**src/rtl/jogo_pkg.sv**
```systemverilog
// Shared definitions for the parametrised memory game: state encoding and move validity check.
package jogo_pkg;

  typedef enum logic [3:0] {
    INICIAL     = 4'd0,
    PREPARA     = 4'd1,
    ESPERA      = 4'd2,
    REGISTRA    = 4'd3,
    COMPARA     = 4'd4,
    ESCREVE     = 4'd5,
    FIM_GANHOU  = 4'd6,
    FIM_PERDEU  = 4'd7,
    FIM_TIMEOUT = 4'd8
  } estado_t;

  // A legal move has exactly one button pressed; callers zero-extend to 32 bits.
  function automatic logic eh_one_hot(input logic [31:0] v);
    return (v != 32'd0) && ((v & (v - 32'd1)) == 32'd0);
  endfunction

endpackage

```
**src/rtl/jogo_desafio_param_if.sv**
```systemverilog
// Board-side bundle of the memory game: button/start inputs, LED and status/debug outputs.
interface jogo_desafio_param_if #(
  parameter int N_BOTOES = 4,
  parameter int DEPTH    = 16
);
  // No valid/ready handshake: iniciar and botoes are levels sampled every clock,
  // a move is the zero-to-nonzero transition of botoes, outputs are Moore levels.
  logic                       iniciar;
  logic [N_BOTOES-1:0]        botoes;
  logic [N_BOTOES-1:0]        leds;
  logic                       pronto;
  logic                       ganhou;
  logic                       perdeu;
  logic                       db_timeout;
  logic [3:0]                 db_estado;
  logic [$clog2(DEPTH)-1:0]   db_rodada;
  logic [$clog2(DEPTH)-1:0]   db_endereco;

  modport master (
    output iniciar, botoes,
    input  leds, pronto, ganhou, perdeu, db_timeout, db_estado, db_rodada, db_endereco
  );

  modport slave (
    input  iniciar, botoes,
    output leds, pronto, ganhou, perdeu, db_timeout, db_estado, db_rodada, db_endereco
  );
endinterface

```
**src/rtl/jogo_desafio_param_detector_jogada.sv**
```systemverilog
// detector_jogada: one-cycle pulse in the cycle after botoes goes from all-zero to non-zero.
module detector_jogada #(
  parameter int N_BOTOES = 4
) (
  input  logic                clock,
  input  logic                reset,
  input  logic [N_BOTOES-1:0] botoes,
  output logic                tem_jogada
);
  logic algum;
  logic algum_q;

  assign algum = |botoes;

  always_ff @(posedge clock or negedge reset) begin
    if (!reset) begin
      algum_q    <= 1'b0;
      tem_jogada <= 1'b0;
    end else begin
      algum_q    <= algum;
      tem_jogada <= algum & ~algum_q;
    end
  end
endmodule

```
**src/rtl/jogo_desafio_param.sv**
```systemverilog
// Memory game control+datapath with sequence memory, insert phase and per-move timeout.
// Optional LED echo of the last move is enabled by defining EXIBE_JOGADA_EN.
module jogo_desafio_param
  import jogo_pkg::*;
#(
  parameter int N_BOTOES       = 4,
  parameter int DEPTH          = 16,
  parameter int TIMEOUT_CICLOS = 5000
) (
  input  logic                 clock,
  input  logic                 reset,
  jogo_desafio_param_if.slave  bus
);
  localparam int AW = $clog2(DEPTH);
  localparam int CW = $clog2(TIMEOUT_CICLOS);

  logic                tem_jogada;
  estado_t             estado, nxt;
  logic [AW-1:0]       rodada, endereco;
  logic [CW-1:0]       cnt;
  logic [N_BOTOES-1:0] jogada, jogada_nxt, leds_q, leds_nxt;
  logic [N_BOTOES-1:0] mem [DEPTH];
  logic                pronto_q, ganhou_q, perdeu_q, timeout_q;
  logic                repete, acerto;

  detector_jogada #(.N_BOTOES(N_BOTOES)) u_detector (
    .clock      (clock),
    .reset      (reset),
    .botoes     (bus.botoes),
    .tem_jogada (tem_jogada)
  );

  assign repete     = endereco < rodada;
  assign acerto     = (jogada == mem[endereco]) && eh_one_hot(32'(jogada));
  assign jogada_nxt = (estado == REGISTRA) ? bus.botoes : jogada;

  always_comb begin
    nxt = estado;
    case (estado)
      INICIAL:  if (bus.iniciar) nxt = PREPARA;
      PREPARA:  nxt = ESPERA;
      // A move arriving together with the timeout condition takes priority.
      ESPERA: begin
        if (tem_jogada)                              nxt = REGISTRA;
        else if (cnt == CW'(TIMEOUT_CICLOS - 1))     nxt = FIM_TIMEOUT;
      end
      REGISTRA: nxt = COMPARA;
      COMPARA: begin
        if (repete) nxt = acerto ? ESPERA : FIM_PERDEU;
        else        nxt = eh_one_hot(32'(jogada)) ? ESCREVE : FIM_PERDEU;
      end
      ESCREVE:  nxt = (rodada == AW'(DEPTH - 1)) ? FIM_GANHOU : ESPERA;
      FIM_GANHOU, FIM_PERDEU, FIM_TIMEOUT: if (bus.iniciar) nxt = PREPARA;
      default:  nxt = INICIAL;
    endcase
  end

`ifdef EXIBE_JOGADA_EN
  logic jogou, jogou_nxt;

  always_comb begin
    jogou_nxt = jogou;
    if (estado == PREPARA)       jogou_nxt = 1'b0;
    else if (estado == REGISTRA) jogou_nxt = 1'b1;
    leds_nxt = '0;
    if ((nxt inside {REGISTRA, COMPARA, ESCREVE}) || (nxt == ESPERA && jogou_nxt))
      leds_nxt = jogada_nxt;
    else if (nxt == FIM_GANHOU)
      leds_nxt = '1;
  end

  always_ff @(posedge clock or negedge reset) begin
    if (!reset) jogou <= 1'b0;
    else        jogou <= jogou_nxt;
  end
`else
  assign leds_nxt = '0;
`endif

  // Outputs are registered from the next state so they always match the state register.
  always_ff @(posedge clock or negedge reset) begin
    if (!reset) begin
      estado    <= INICIAL;
      rodada    <= '0;
      endereco  <= '0;
      cnt       <= '0;
      jogada    <= '0;
      leds_q    <= '0;
      pronto_q  <= 1'b0;
      ganhou_q  <= 1'b0;
      perdeu_q  <= 1'b0;
      timeout_q <= 1'b0;
    end else begin
      estado    <= nxt;
      jogada    <= jogada_nxt;
      leds_q    <= leds_nxt;
      pronto_q  <= nxt inside {FIM_GANHOU, FIM_PERDEU, FIM_TIMEOUT};
      ganhou_q  <= nxt == FIM_GANHOU;
      perdeu_q  <= nxt inside {FIM_PERDEU, FIM_TIMEOUT};
      timeout_q <= nxt == FIM_TIMEOUT;
      if (estado != ESPERA)                       cnt <= '0;
      else if (cnt != CW'(TIMEOUT_CICLOS - 1))    cnt <= cnt + CW'(1);
      case (estado)
        PREPARA: begin
          rodada   <= '0;
          endereco <= '0;
        end
        COMPARA: if (repete && acerto) endereco <= endereco + AW'(1);
        ESCREVE: begin
          if (rodada != AW'(DEPTH - 1)) begin
            rodada   <= rodada + AW'(1);
            endereco <= '0;
          end
        end
        default: ;
      endcase
    end
  end

  // Sequence memory is deliberately not reset; it is rewritten before being read.
  always_ff @(posedge clock) begin
    if (estado == ESCREVE) mem[endereco] <= jogada;
  end

  assign bus.leds        = leds_q;
  assign bus.pronto      = pronto_q;
  assign bus.ganhou      = ganhou_q;
  assign bus.perdeu      = perdeu_q;
  assign bus.db_timeout  = timeout_q;
  assign bus.db_estado   = estado;
  assign bus.db_rodada   = rodada;
  assign bus.db_endereco = endereco;
endmodule

```
**src/flat_wrapper.sv**
```systemverilog
// flat-port wrapper written by rule: the top's interface ports become plain ports
module jogo_desafio_param_flat import jogo_pkg::*;
#(
  parameter int N_BOTOES       = 4,
  parameter int DEPTH          = 16,
  parameter int TIMEOUT_CICLOS = 5000
)
  (clock, reset, bus_iniciar, bus_botoes, bus_leds, bus_pronto, bus_ganhou, bus_perdeu, bus_db_timeout, bus_db_estado, bus_db_rodada, bus_db_endereco);
  jogo_desafio_param_if #(.N_BOTOES(N_BOTOES), .DEPTH(DEPTH)) bus_i ();
  input  logic clock;
  input  logic reset;
  input wire logic [$bits(bus_i.iniciar)-1:0] bus_iniciar;
  input wire logic [$bits(bus_i.botoes)-1:0] bus_botoes;
  output wire logic [$bits(bus_i.leds)-1:0] bus_leds;
  output wire logic [$bits(bus_i.pronto)-1:0] bus_pronto;
  output wire logic [$bits(bus_i.ganhou)-1:0] bus_ganhou;
  output wire logic [$bits(bus_i.perdeu)-1:0] bus_perdeu;
  output wire logic [$bits(bus_i.db_timeout)-1:0] bus_db_timeout;
  output wire logic [$bits(bus_i.db_estado)-1:0] bus_db_estado;
  output wire logic [$bits(bus_i.db_rodada)-1:0] bus_db_rodada;
  output wire logic [$bits(bus_i.db_endereco)-1:0] bus_db_endereco;
  assign bus_i.iniciar = bus_iniciar;
  assign bus_i.botoes = bus_botoes;
  assign bus_leds = bus_i.leds;
  assign bus_pronto = bus_i.pronto;
  assign bus_ganhou = bus_i.ganhou;
  assign bus_perdeu = bus_i.perdeu;
  assign bus_db_timeout = bus_i.db_timeout;
  assign bus_db_estado = bus_i.db_estado;
  assign bus_db_rodada = bus_i.db_rodada;
  assign bus_db_endereco = bus_i.db_endereco;
  jogo_desafio_param #(.N_BOTOES(N_BOTOES), .DEPTH(DEPTH), .TIMEOUT_CICLOS(TIMEOUT_CICLOS)) u_core (.clock(clock), .reset(reset), .bus(bus_i));
endmodule
```
**config.mk**
```make
export PLATFORM = sky130hd
export DESIGN_NAME = jogo_desafio_param_flat
export DESIGN_NICKNAME = d
export VERILOG_FILES = /design/src/rtl/jogo_pkg.sv /design/src/rtl/jogo_desafio_param_if.sv /design/src/rtl/jogo_desafio_param_detector_jogada.sv /design/src/rtl/jogo_desafio_param.sv /design/src/flat_wrapper.sv
export SDC_FILE = /design/constraint.sdc
export NUM_CORES = 1
export LEC_CHECK = 0
export CAP_MARGIN = 20
export CORE_MARGIN = 4
export CORE_UTILIZATION = 45
export CTS_CLUSTER_SIZE = 14
export DETAILED_ROUTE_END_ITERATION = 6
export HOLD_SLACK_MARGIN = 0.03
export MAX_ROUTING_LAYER = met4
export PLACE_DENSITY = 0.65
export SLEW_MARGIN = 10
export SYNTH_ARGS = -nofsm -noshare
export SYNTH_HDL_FRONTEND = slang
export SYNTH_SLANG_ARGS = --single-unit
```
**constraint.sdc**
```tcl
create_clock -name clock -period 2.6 [get_ports clock]
set_input_delay 0.26 -clock clock [delete_from_list [all_inputs] [get_ports clock]]
set_output_delay 0.26 -clock clock [all_outputs]
set_load 0.02 [all_outputs]
```
==> results.yml <==
status:
  outcome: "complete, but fails checks"
  failed_checks: "negative setup slack"
sta:
  worst_pin_slew_ps: 670
  hold_ws_ps: 291
  drv_slew: 0
  fin_crit_sh_pct: 108
  hold_violations: 0
  max_slew_margin_pct: 54.7
  layout_min_cycle_time_ps: 2800
  fin_ws_ps: -201
  clock.fmax_mhz: 357
  rsz0062_at_grt: "yes"
  setup_viol: 9
  setup_tns_ps: -1300
  fin_skew_ps: 9.19
power_and_ir_drop:
  p_sw_share_pct: 32.3
  p_comb_share_pct: 25.8
  cellPowerDensity_nw_per_um2: 786
  peakVddDrop_v: 0.000393
  clock_power_share_pct: 24.0
  power_leakage_nw: 1.91
  power.internal_mw: 2.83
  switchingPower_mw: 1.35
  finalPower_mw: 4.18
  p_seq_share_pct: 50.1
route:
  route.detailed.drc: 0
  first_pass_iters: 4
  vias: 2866
  drt_wl_total_mm: 9.15
  drtIter0Drc: 219
  routed_via_density: 5.51
  wl_per_cell_um: 17.6
  ant_nets: 0
global_routing:
  grt_usage_pct: 17.4
  grt-ovfl-total: 0
  antenna_found_initial: 0
  grt_start_max_net_pins: 36
  grt_pass1_vias: 2790
  grt_pass1_wl_mm: 14.7
placement:
  place_ws_ps: -274
  place_congestion: 0.831
  dp_hpwl_mm: 6.29
  dp_cells: 496
  portBuffers: 22
synthesis:
  yosysWarnings: 0
  syn_area_per_cell_um2: 13.7
  ys_types: 49
  synthAdderAreaFrac_pct: 2.48
  synth_top_flop_cell: "edfxtp_1"
  ys_async_sr_fraction_pct: 35.4
  ys_ff_latch: 99
  muxShareOfSynthArea_pct: 11.0
  synth_top_family_by_area: "simple AND/OR/NAND/NOR gates"
  synth-edff-count: 64
  yosysSeqAreaShare_pct: 61.7
  yosys.area_share.simple_pct: 11.7
  synth_compound_area_share_pct: 7.36
  syn_inst: 332
  synth_xor_area_share_pct: 2.70
  synth_area_um2: 4540
die:
  dieWidth_um: 108
  ios: 27
  fp-row-count: 36
  die_h_um: 108
  core_um2: 9770
  initial_utilization_pct: 46.4
  dieArea_um2: 11800
final_layout:
  instances_no_fill: 520
  num_antenna_cells: 0
  final_common_cell: "edfxtp_1"
  mostFrequentLayoutCells: "edfxtp_1, nor2_1, dfrtp_1, buf_4, clkdlybuf4s50_1"
  drive_gt1_share_pct: 18.6
  nets: 398
  area_growth_syn_to_layout_pct: 17.2
setup_path:
  arrival_ps: 3080
  worst-setup-path-type: "flop to flop"
  end_kind: "flop"
  start_kind: "flop"
  required_ps: 2880
  crit_fanout: 6
cts:
  clk_latency_ps: 380
  path_clk_slew_ps: 100
  cts_max_level: 3
  cts_root_buf: "clkbuf_8"
  cts_buffers: 9
  cts_buffer_depth: 2
  postCtsHoldBufs: 0
  cts_sinks: 99
  cts_tree: "done"
job:
  drv_cap: 0
worst_hold_path:
  min_path_type: "primary input to async pin"
metrics by stage:
stage          utilization, %  cell area [um2]
3_5_place_dp             51.6             5040
4_1_cts                  54.1             5280
5_1_grt                  54.4             5320
3_3_place_gp             51.6             5040
2_1_floorplan               -             4560
6_report                 54.4             5320
final timing paths:
kind | from | slack, ps | cells after the start | endpoint
worst min register to register | u_core.u_detector.algum_q | 400 | 1 | u_core.u_detector.tem_jogada
worst max-delay path | u_core.bus.db_endereco[2] | -200 | 8 | u_core.bus.db_endereco[1]
worst max register to register | u_core.bus.db_endereco[2] | -200 | 8 | u_core.bus.db_endereco[1]
max in group asynchronous | reset | 1970 | 2 | u_core.bus.db_endereco[2]
min in group clock | u_core.u_detector.algum_q | 400 | 1 | u_core.u_detector.tem_jogada
worst min-delay path | reset | 290 | 2 | u_core.jogada[1]
cells in the mapped netlist, drive strengths merged, types with 2 or more instances:
| cell | count | area share [%] |
|---|---|---|
| ha | 9 | 2.5 |
| o21ai | 10 | 1.2 |
| nor4b | 3 | 0.58 |
| o22ai | 3 | 0.41 |
| and3 | 2 | 0.28 |
| mux2 | 6 | 1.5 |
| dfrtp | 35 | 19 |
| o211ai | 2 | 0.33 |
| a2111oi | 2 | 0.80 |
| or4 | 2 | 0.33 |
| inv | 9 | 0.74 |
| or3 | 2 | 0.28 |
| a21oi | 4 | 0.44 |
| a31oi | 6 | 0.83 |
| buf | 12 | 1.8 |
| xnor2 | 5 | 0.97 |
| nor2 | 39 | 3.2 |
| nand2b | 9 | 1.2 |
| clkbuf | 5 | 0.41 |
| nor2b | 2 | 0.28 |
| mux4 | 17 | 8.4 |
| mux2i | 5 | 1.1 |
| a21o | 4 | 0.66 |
| a22o | 6 | 1.2 |
| nor4 | 2 | 0.28 |
| nor3 | 11 | 1.2 |
| nand4 | 6 | 0.83 |
| a211o | 2 | 0.39 |
| nand3 | 9 | 0.99 |
| nand2 | 19 | 1.6 |
| edfxtp | 64 | 42 |
| xor2 | 9 | 1.7 |
repair_timing:
item | CTS | global route
cloned | 1 | 0
resized for setup | 4 | 4
pin swaps | 0 | 2
buffers inserted | 4 | 3
endpoints found under the setup margin | 9 | 9
worst max-delay path, stage by stage, from the launching register on:
cell and delay, ps:
dfrtp_4 510, buf_4 170, mux4_2 430, mux4_2 510
nand2b_1 200, a2111oi_4 430, buf_6 180, o21ai_2 60
a32o_1 220
cell families (layout without fill, tap and decap cells):
kind of cell / count (synthesis) / after routing
buffers and inverters: 27 / 79
adder cells (fa/ha/maj): 9 / 9
multiplexers: 28 / 28
XOR/XNOR: 14 / 14
AND/OR/NAND/NOR: 109 / 109
AO/OA/AOI/OAI: 45 / 45
other: 1 / 4
flip-flops: 99 / 99
layout make-up:
type | instances | area (um2)
clock inverters | 7 | 73.8
clock buffers | 9 | 124
repair buffers | 53 | 494
well taps | 133 | 166
inverters | 10 | 37.5
flip-flops and latches | 99 | 2800
fillers | 807 | 4460
multi-input cells | 209 | 1620
layer usage:
metal | vias up | global-route usage [%] | wire length [um]
met3 | 19 | 5.13 | 576
met1 | 1416 | 22.3 | 3980
met4 | 0 | 7.66 | 278
met5 | - | - | 0
li1 | 1345 | - | -
met2 | 86 | 25.7 | 4320
power by group through the flow:
stage / registers [mW] / logic [mW] / clock network [mW]
floorplan: 2.20 / 0.577 / 0
global placement: 2.12 / 1.05 / 0
detailed placement: 2.13 / 1.08 / 0
CTS: 2.10 / 1.08 / 1.03
global route: 2.11 / 1.19 / 1.10
finish: 2.10 / 1.08 / 1.00
sequential cells by signal, summed over array words and instances, names as in the netlist:
register	cells
u_core.bus.db_timeout	1
u_core.cnt	13
u_core.u_detector.tem_jogada	1
u_core.u_detector.algum_q	1
u_core.bus.pronto	1
u_core.bus.db_endereco	4
u_core.jogada	4
u_core.bus.db_rodada	4
u_core.bus.perdeu	1
u_core.mem	64
u_core.bus.ganhou	1
u_core.bus.db_estado	4
Note: power is estimated with default switching activity, not from simulation.
